File: src/rtl/led_band_synchronizer.sv
// rtl/led_band_synchronizer.sv - LED band driver sequencer: GS frame shifting and FC register writes
module led_band_synchronizer #(
    parameter int NB_LED_ROWS       = 32,
    parameter int NB_ANGLES         = 128,
    parameter int COLOR_DATA_WIDTH  = 8,
    parameter int NB_ADDED_LSB_BITS = 1,
    parameter int SCLK_HALF         = 2,
    localparam int W             = COLOR_DATA_WIDTH + NB_ADDED_LSB_BITS,
    localparam int ANGLE_WIDTH   = $clog2(NB_ANGLES),
    localparam int LED_ROW_WIDTH = $clog2(NB_LED_ROWS),
    localparam int BIT_SEL_WIDTH = $clog2(W)
) (
    input  logic                     clk,
    input  logic                     rst,
    input  logic                     angle_valid,
    input  logic [ANGLE_WIDTH-1:0]   angle_in,
    input  logic                     fc_req,
    output logic                     SCLK,
    output logic                     LAT,
    output logic [ANGLE_WIDTH-1:0]   angle,
    output logic [LED_ROW_WIDTH-1:0] led_row,
    output logic [1:0]               color,
    output logic [BIT_SEL_WIDTH-1:0] bit_sel,
    output logic                     busy,
    output logic                     overrun
);

    // Phase counter runs 0..2*SCLK_HALF-1 inside every SCLK period.
    localparam int PH_W = $clog2(2 * SCLK_HALF);
    localparam logic [PH_W-1:0] PH_LAST = PH_W'(2 * SCLK_HALF - 1);
    localparam logic [PH_W-1:0] PH_HIGH = PH_W'(SCLK_HALF);

    localparam logic [LED_ROW_WIDTH-1:0] LAST_ROW = LED_ROW_WIDTH'(NB_LED_ROWS - 1);
    localparam logic [BIT_SEL_WIDTH-1:0] BIT_TOP  = BIT_SEL_WIDTH'(W - 1);

    // FC command sequence lengths, counted in SCLK periods.
    localparam logic [5:0] FC_EN_LAST    = 6'd14;
    localparam logic [5:0] FC_SHIFT_LAST = 6'd47;
    localparam logic [5:0] WRTFC_FIRST   = 6'd43;

    typedef enum logic [1:0] {
        S_IDLE     = 2'd0,
        S_GS       = 2'd1,
        S_FC_EN    = 2'd2,
        S_FC_SHIFT = 2'd3
    } state_t;

    state_t                   r_state;
    logic [PH_W-1:0]          r_phase;
    logic [5:0]               r_fc_cnt;
    logic                     r_angle_pend;
    logic [ANGLE_WIDTH-1:0]   r_angle_pend_val;
    logic                     r_fc_pend;

    logic                     r_sclk;
    logic                     r_lat;
    logic [ANGLE_WIDTH-1:0]   r_angle;
    logic [LED_ROW_WIDTH-1:0] r_row;
    logic [1:0]               r_color;
    logic [BIT_SEL_WIDTH-1:0] r_bit;
    logic                     r_busy;
    logic                     r_overrun;

    // A request pulse seen while idle is acted on in the same edge as a stored flag.
    logic w_fc_any;
    logic w_angle_any;
    assign w_fc_any    = r_fc_pend | fc_req;
    assign w_angle_any = r_angle_pend | angle_valid;

    // LAT level for a GS period: WRTGS on the last bit of inner rows, LATGS on the
    // final three periods of the last row.
    function automatic logic lat_gs(
        input logic [LED_ROW_WIDTH-1:0] row,
        input logic [1:0]               col,
        input logic [BIT_SEL_WIDTH-1:0] bsel
    );
        int remaining;
        remaining = int'(col) * W + int'(bsel);
        if (row == LAST_ROW) begin
            lat_gs = (remaining <= 2);
        end else begin
            lat_gs = (remaining == 0);
        end
    endfunction

    // Sequencer: request capture, state transitions, phase/index counters and all registered outputs.
    always_ff @(posedge clk) begin
        if (rst) begin
            r_state          <= S_IDLE;
            r_phase          <= '0;
            r_fc_cnt         <= '0;
            r_angle_pend     <= 1'b0;
            r_angle_pend_val <= '0;
            r_fc_pend        <= 1'b0;
            r_sclk           <= 1'b0;
            r_lat            <= 1'b0;
            r_angle          <= '0;
            r_row            <= '0;
            r_color          <= '0;
            r_bit            <= '0;
            r_busy           <= 1'b0;
            r_overrun        <= 1'b0;
        end else begin
            // Requests are always captured; a consuming transition below clears the flag.
            r_overrun <= angle_valid & r_angle_pend;
            if (angle_valid) begin
                r_angle_pend     <= 1'b1;
                r_angle_pend_val <= angle_in;
            end
            if (fc_req) begin
                r_fc_pend <= 1'b1;
            end

            case (r_state)
                S_IDLE: begin
                    r_phase  <= '0;
                    r_fc_cnt <= '0;
                    r_sclk   <= 1'b0;
                    r_lat    <= 1'b0;
                    r_row    <= '0;
                    r_color  <= '0;
                    r_bit    <= '0;
                    r_busy   <= 1'b0;
                    if (w_fc_any) begin
                        // FC writes go ahead of a waiting frame.
                        r_fc_pend <= 1'b0;
                        r_state   <= S_FC_EN;
                        r_busy    <= 1'b1;
                        r_lat     <= 1'b1;
                    end else if (w_angle_any) begin
                        // The newest angle wins when a pulse coincides with a stored one.
                        r_angle_pend <= 1'b0;
                        r_angle      <= angle_valid ? angle_in : r_angle_pend_val;
                        r_state      <= S_GS;
                        r_busy       <= 1'b1;
                        r_color      <= 2'd2;
                        r_bit        <= BIT_TOP;
                        r_lat        <= lat_gs('0, 2'd2, BIT_TOP);
                    end
                end

                S_GS: begin
                    if (r_phase == PH_LAST) begin
                        r_phase <= '0;
                        r_sclk  <= 1'b0;
                        if (r_bit != '0) begin
                            r_bit <= r_bit - 1'b1;
                            r_lat <= lat_gs(r_row, r_color, r_bit - 1'b1);
                        end else if (r_color != '0) begin
                            r_bit   <= BIT_TOP;
                            r_color <= r_color - 1'b1;
                            r_lat   <= lat_gs(r_row, r_color - 1'b1, BIT_TOP);
                        end else if (r_row != LAST_ROW) begin
                            r_bit   <= BIT_TOP;
                            r_color <= 2'd2;
                            r_row   <= r_row + 1'b1;
                            r_lat   <= lat_gs(r_row + 1'b1, 2'd2, BIT_TOP);
                        end else begin
                            // Frame complete; angle is kept, indices go back to zero.
                            r_state <= S_IDLE;
                            r_busy  <= 1'b0;
                            r_lat   <= 1'b0;
                            r_row   <= '0;
                            r_color <= '0;
                            r_bit   <= '0;
                        end
                    end else begin
                        r_phase <= r_phase + 1'b1;
                        r_sclk  <= ((r_phase + 1'b1) >= PH_HIGH);
                    end
                end

                S_FC_EN: begin
                    if (r_phase == PH_LAST) begin
                        r_phase <= '0;
                        r_sclk  <= 1'b0;
                        if (r_fc_cnt == FC_EN_LAST) begin
                            r_fc_cnt <= '0;
                            r_state  <= S_FC_SHIFT;
                            r_lat    <= 1'b0;
                        end else begin
                            r_fc_cnt <= r_fc_cnt + 1'b1;
                            r_lat    <= 1'b1;
                        end
                    end else begin
                        r_phase <= r_phase + 1'b1;
                        r_sclk  <= ((r_phase + 1'b1) >= PH_HIGH);
                    end
                end

                S_FC_SHIFT: begin
                    if (r_phase == PH_LAST) begin
                        r_phase <= '0;
                        r_sclk  <= 1'b0;
                        if (r_fc_cnt == FC_SHIFT_LAST) begin
                            r_fc_cnt <= '0;
                            r_state  <= S_IDLE;
                            r_busy   <= 1'b0;
                            r_lat    <= 1'b0;
                        end else begin
                            r_fc_cnt <= r_fc_cnt + 1'b1;
                            r_lat    <= ((r_fc_cnt + 1'b1) >= WRTFC_FIRST);
                        end
                    end else begin
                        r_phase <= r_phase + 1'b1;
                        r_sclk  <= ((r_phase + 1'b1) >= PH_HIGH);
                    end
                end

                default: begin
                    r_state <= S_IDLE;
                    r_busy  <= 1'b0;
                    r_lat   <= 1'b0;
                    r_sclk  <= 1'b0;
                    r_phase <= '0;
                end
            endcase
        end
    end

    assign SCLK    = r_sclk;
    assign LAT     = r_lat;
    assign angle   = r_angle;
    assign led_row = r_row;
    assign color   = r_color;
    assign bit_sel = r_bit;
    assign busy    = r_busy;
    assign overrun = r_overrun;

endmodule
File: config.mk
export PLATFORM = sky130hd
export DESIGN_NAME = led_band_synchronizer
export DESIGN_NICKNAME = d
export VERILOG_FILES = /design/src/rtl/led_band_synchronizer.sv
export SDC_FILE = /design/constraint.sdc
export NUM_CORES = 1
export LEC_CHECK = 0
export CAP_MARGIN = 20
export CORE_UTILIZATION = 54
export CTS_CLUSTER_DIAMETER = 50
export DETAILED_ROUTE_END_ITERATION = 8
export GPL_TIMING_DRIVEN = 0
export PLACE_DENSITY = 0.87
export SLEW_MARGIN = 10
export SYNTH_ARGS = -nofsm -noshare
export SYNTH_HDL_FRONTEND = slang
export SYNTH_SLANG_ARGS = --single-unit
File: constraint.sdc
create_clock -name clk -period 3.5 [get_ports clk]
set_input_delay 0.525 -clock clk [delete_from_list [all_inputs] [get_ports clk]]
set_output_delay 0.525 -clock clk [all_outputs]
set_load 0.01 [all_outputs]
==> flow_metrics.py <==
metrics = {
    "status": {
        "outcome": "complete, no violations",
    },
    "clock_network": {
        "clockRootBuffer": "clkbuf_8",
        "cts_resized": 0,
        "clockBufferDepth": 2,
        "cts.sink_count": 41,
        "htreeDepth": 2,
        "cts_tree": "done",
        "postCtsSetupRepairBufs": 0,
        "clkSlewWorstSetupHoldPaths_ps": 90,
        "ctsHoldBuffers": 0,
        "cts_inserted_buffers": 5,
        "clk_latency_ps": 300,
    },
    "global_route": {
        "grt_overflow": 0,
        "grt_pass1_vias": 1883,
        "grt_first_pass_wirelength_mm": 8.66,
        "grt_max_degree": 16,
        "track_usage_pct": 25.4,
        "antenna_found_initial": 0,
    },
    "setup_path": {
        "critPathMaxFanout": 7,
        "crit_type": "register to register",
        "cp.arrival_ps": 2950,
        "cp_data_required_time_ps": 3710,
        "cpMaxStageDelayCell": "dfxtp_1",
        "critical_path.max_stage_delay_ps": 440,
        "crit_chain": "inv_1 > ha_1 > inv_1 > ha_1 > ha_1 > inv_1 > fa_1 > a211o_1 > a211o_1 > o221a_2 > o32ai_1",
        "critical_path.top_delay_family": "adder cells",
        "worstPathBufferInverterCount": 3,
        "startpoint_type": "register",
        "crit_path_end_kind": "register",
        "reg2reg_setup_slack_ps": 760,
    },
    "route": {
        "drt-vias-per-instance": 6.01,
        "avgRoutedWirePerCell_um": 15.2,
        "first_pass_iters": 4,
        "ant_nets": 0,
        "vias": 2140,
        "first_iter_violations": 183,
        "wl_mm": 5.40,
        "drc": 0,
    },
    "placed_design": {
        "place.gp.congestion": 0.895,
        "numPortBuffers": 31,
        "hpwlAfterDp_mm": 3.80,
        "place_area_um2": 2690,
    },
    "final_layout": {
        "layout-area-overhead-vs-synth_pct": 20.1,
        "nets": 335,
        "fin_area_um2": 2780,
        "final_common_cell": "dfxtp_1",
        "layout_common_cells": "41 x dfxtp_1, 31 x clkdlybuf4s50_1, 26 x nor2_1",
        "drive_gt1_share_pct": 8.17,
        "diodes": 0,
    },
    "timing": {
        "rsz0062_at_grt": "no",
        "period_share_pct": 78.3,
        "tns_ps": 0,
        "tightest_slew_ps": 594,
        "relSlewSlack_pct": 60.4,
        "final.setup_skew_ps": 3.51,
        "period_needed_ps": 2740,
        "setup_viol": 0,
        "max_freq_ghz": 0.365,
        "hold_viol": 0,
        "slew_viol_final": 0,
    },
    "pwr": {
        "vdd_ir_drop_max_mv": 0.376,
        "p_per_area_nw_per_um2": 421,
        "power_uw": 1170,
        "cellLeakagePower_uw": 0.00108,
    },
    "logic_synthesis": {
        "yosys_warnings": 0,
        "yosysSeqAreaShare_pct": 35.4,
        "syn_avg_cell_area_um2": 8.68,
        "synth_fp_nets": 297,
        "synth_ff_type": "dfxtp_1",
        "synthesis.area_um2": 2320,
        "synthTopCellsByArea": "dfxtp_1 35%, ha_1 9.7%, a21oi_1 4.3%",
        "async_flop_share_pct": 0,
        "synth_edf_count": 0,
        "syn_inst": 267,
        "synth.distinct_cells": 58,
        "synth_seq_cells": 41,
        "synth_top_area_share_pct": 35.4,
        "yosysTopAreaCell": "dfxtp_1",
    },
    "die": {
        "io-pin-count": 33,
        "start_util_pct": 57.1,
        "core_um2": 4060,
        "fp.dieH_um": 67.5,
        "rows": 23,
        "die_x_um": 67.5,
        "dieArea_um2": 4560,
    },
    "job": {
        "cap_violations": 0,
    },
    "hold_path": {
        "min_path_type": "register to register",
    },
}
flip-flops by register name, indices dropped and copies added, names as in the netlist, 2 cells and up:
| register | cells |
|---|---|
| angle | 7 |
| r_phase | 2 |
| led_row | 5 |
| r_angle_pend_val | 7 |
| r_state | 2 |
| bit_sel | 4 |
| r_fc_cnt | 6 |
| color | 2 |
per-stage QoR:
step           setup slack (ps)  instances  utilization (%)  hold WS [ps]
4_1_cts                     764        356             68.6           443
3_3_place_gp                783        348             66.3           422
6_report                    760        356             68.6           442
3_5_place_dp                788        348             66.3           430
5_1_grt                     643        356             68.6           464
2_1_floorplan               923        267                -           408
kinds of logic (layout without fill, tap and decap cells):
logic type	Yosys count	count (layout)	share of synthesized area [%]
buffers and inverters	33	72	6.05
multiplexers	9	9	3.89
adder cells (fa/ha/maj)	19	19	10.6
AO/OA/AOI/OAI	72	72	21.3
AND/OR/NAND/NOR	92	92	22.4
XOR/XNOR	1	1	0.378
flip-flops	41	41	35.4
area by class of cell:
type | count | area (µm²)
fillers | 342 | 1270
clock buffers | 5 | 68.8
plain buffers | 19 | 87.6
well taps | 50 | 62.6
clock inverters | 3 | 25.0
repair buffers | 31 | 310
inverters | 14 | 52.6
multi-input cells | 193 | 1360
flip-flops and latches | 41 | 821
worst paths after layout:
kind | from | to | depth (start not counted)
worst max-delay path | bit_sel[0] | LAT | 11
worst min-delay path | r_phase[0] | r_phase[0] | 1
worst max register to register | bit_sel[0] | LAT | 11
worst min register to register | r_phase[0] | r_phase[0] | 1
cells in the mapped netlist, drive strengths merged, types with 2 or more instances:
library cell / n
nor3: 5
clkbuf: 12
nor3b: 6
a311oi: 2
a31oi: 4
o31ai: 5
or2: 2
a41oi: 2
or3: 3
a211oi: 10
mux2i: 9
dfxtp: 41
inv: 14
a21o: 2
o211ai: 3
nor4: 2
nor2: 26
a21oi: 20
nand2: 14
nand3: 10
and3: 5
nor2b: 3
a211o: 2
nand2b: 3
ha: 18
o21ai: 8
or4: 3
nand4: 3
buf: 7
o21ba: 2
report_power, final:
group | total (µW) | internal, µW | switching, µW
combinational | 314 | 139 | 176
clock | 329 | 144 | 185
sequential | 529 | 502 | 27.0
per-layer routing:
metal  share of wire [%]  up-vias  wire length [µm]  track usage (%)
met4                 1.1        0                61             8.51
li1                    -     1056                 -                -
met5                   0        -                 0                0
met1                  45     1024              2400             33.2
met2                  49       53              2640             40.7
met3                 5.4        7               292             5.91
Note: power is estimated with default switching activity, not from simulation.
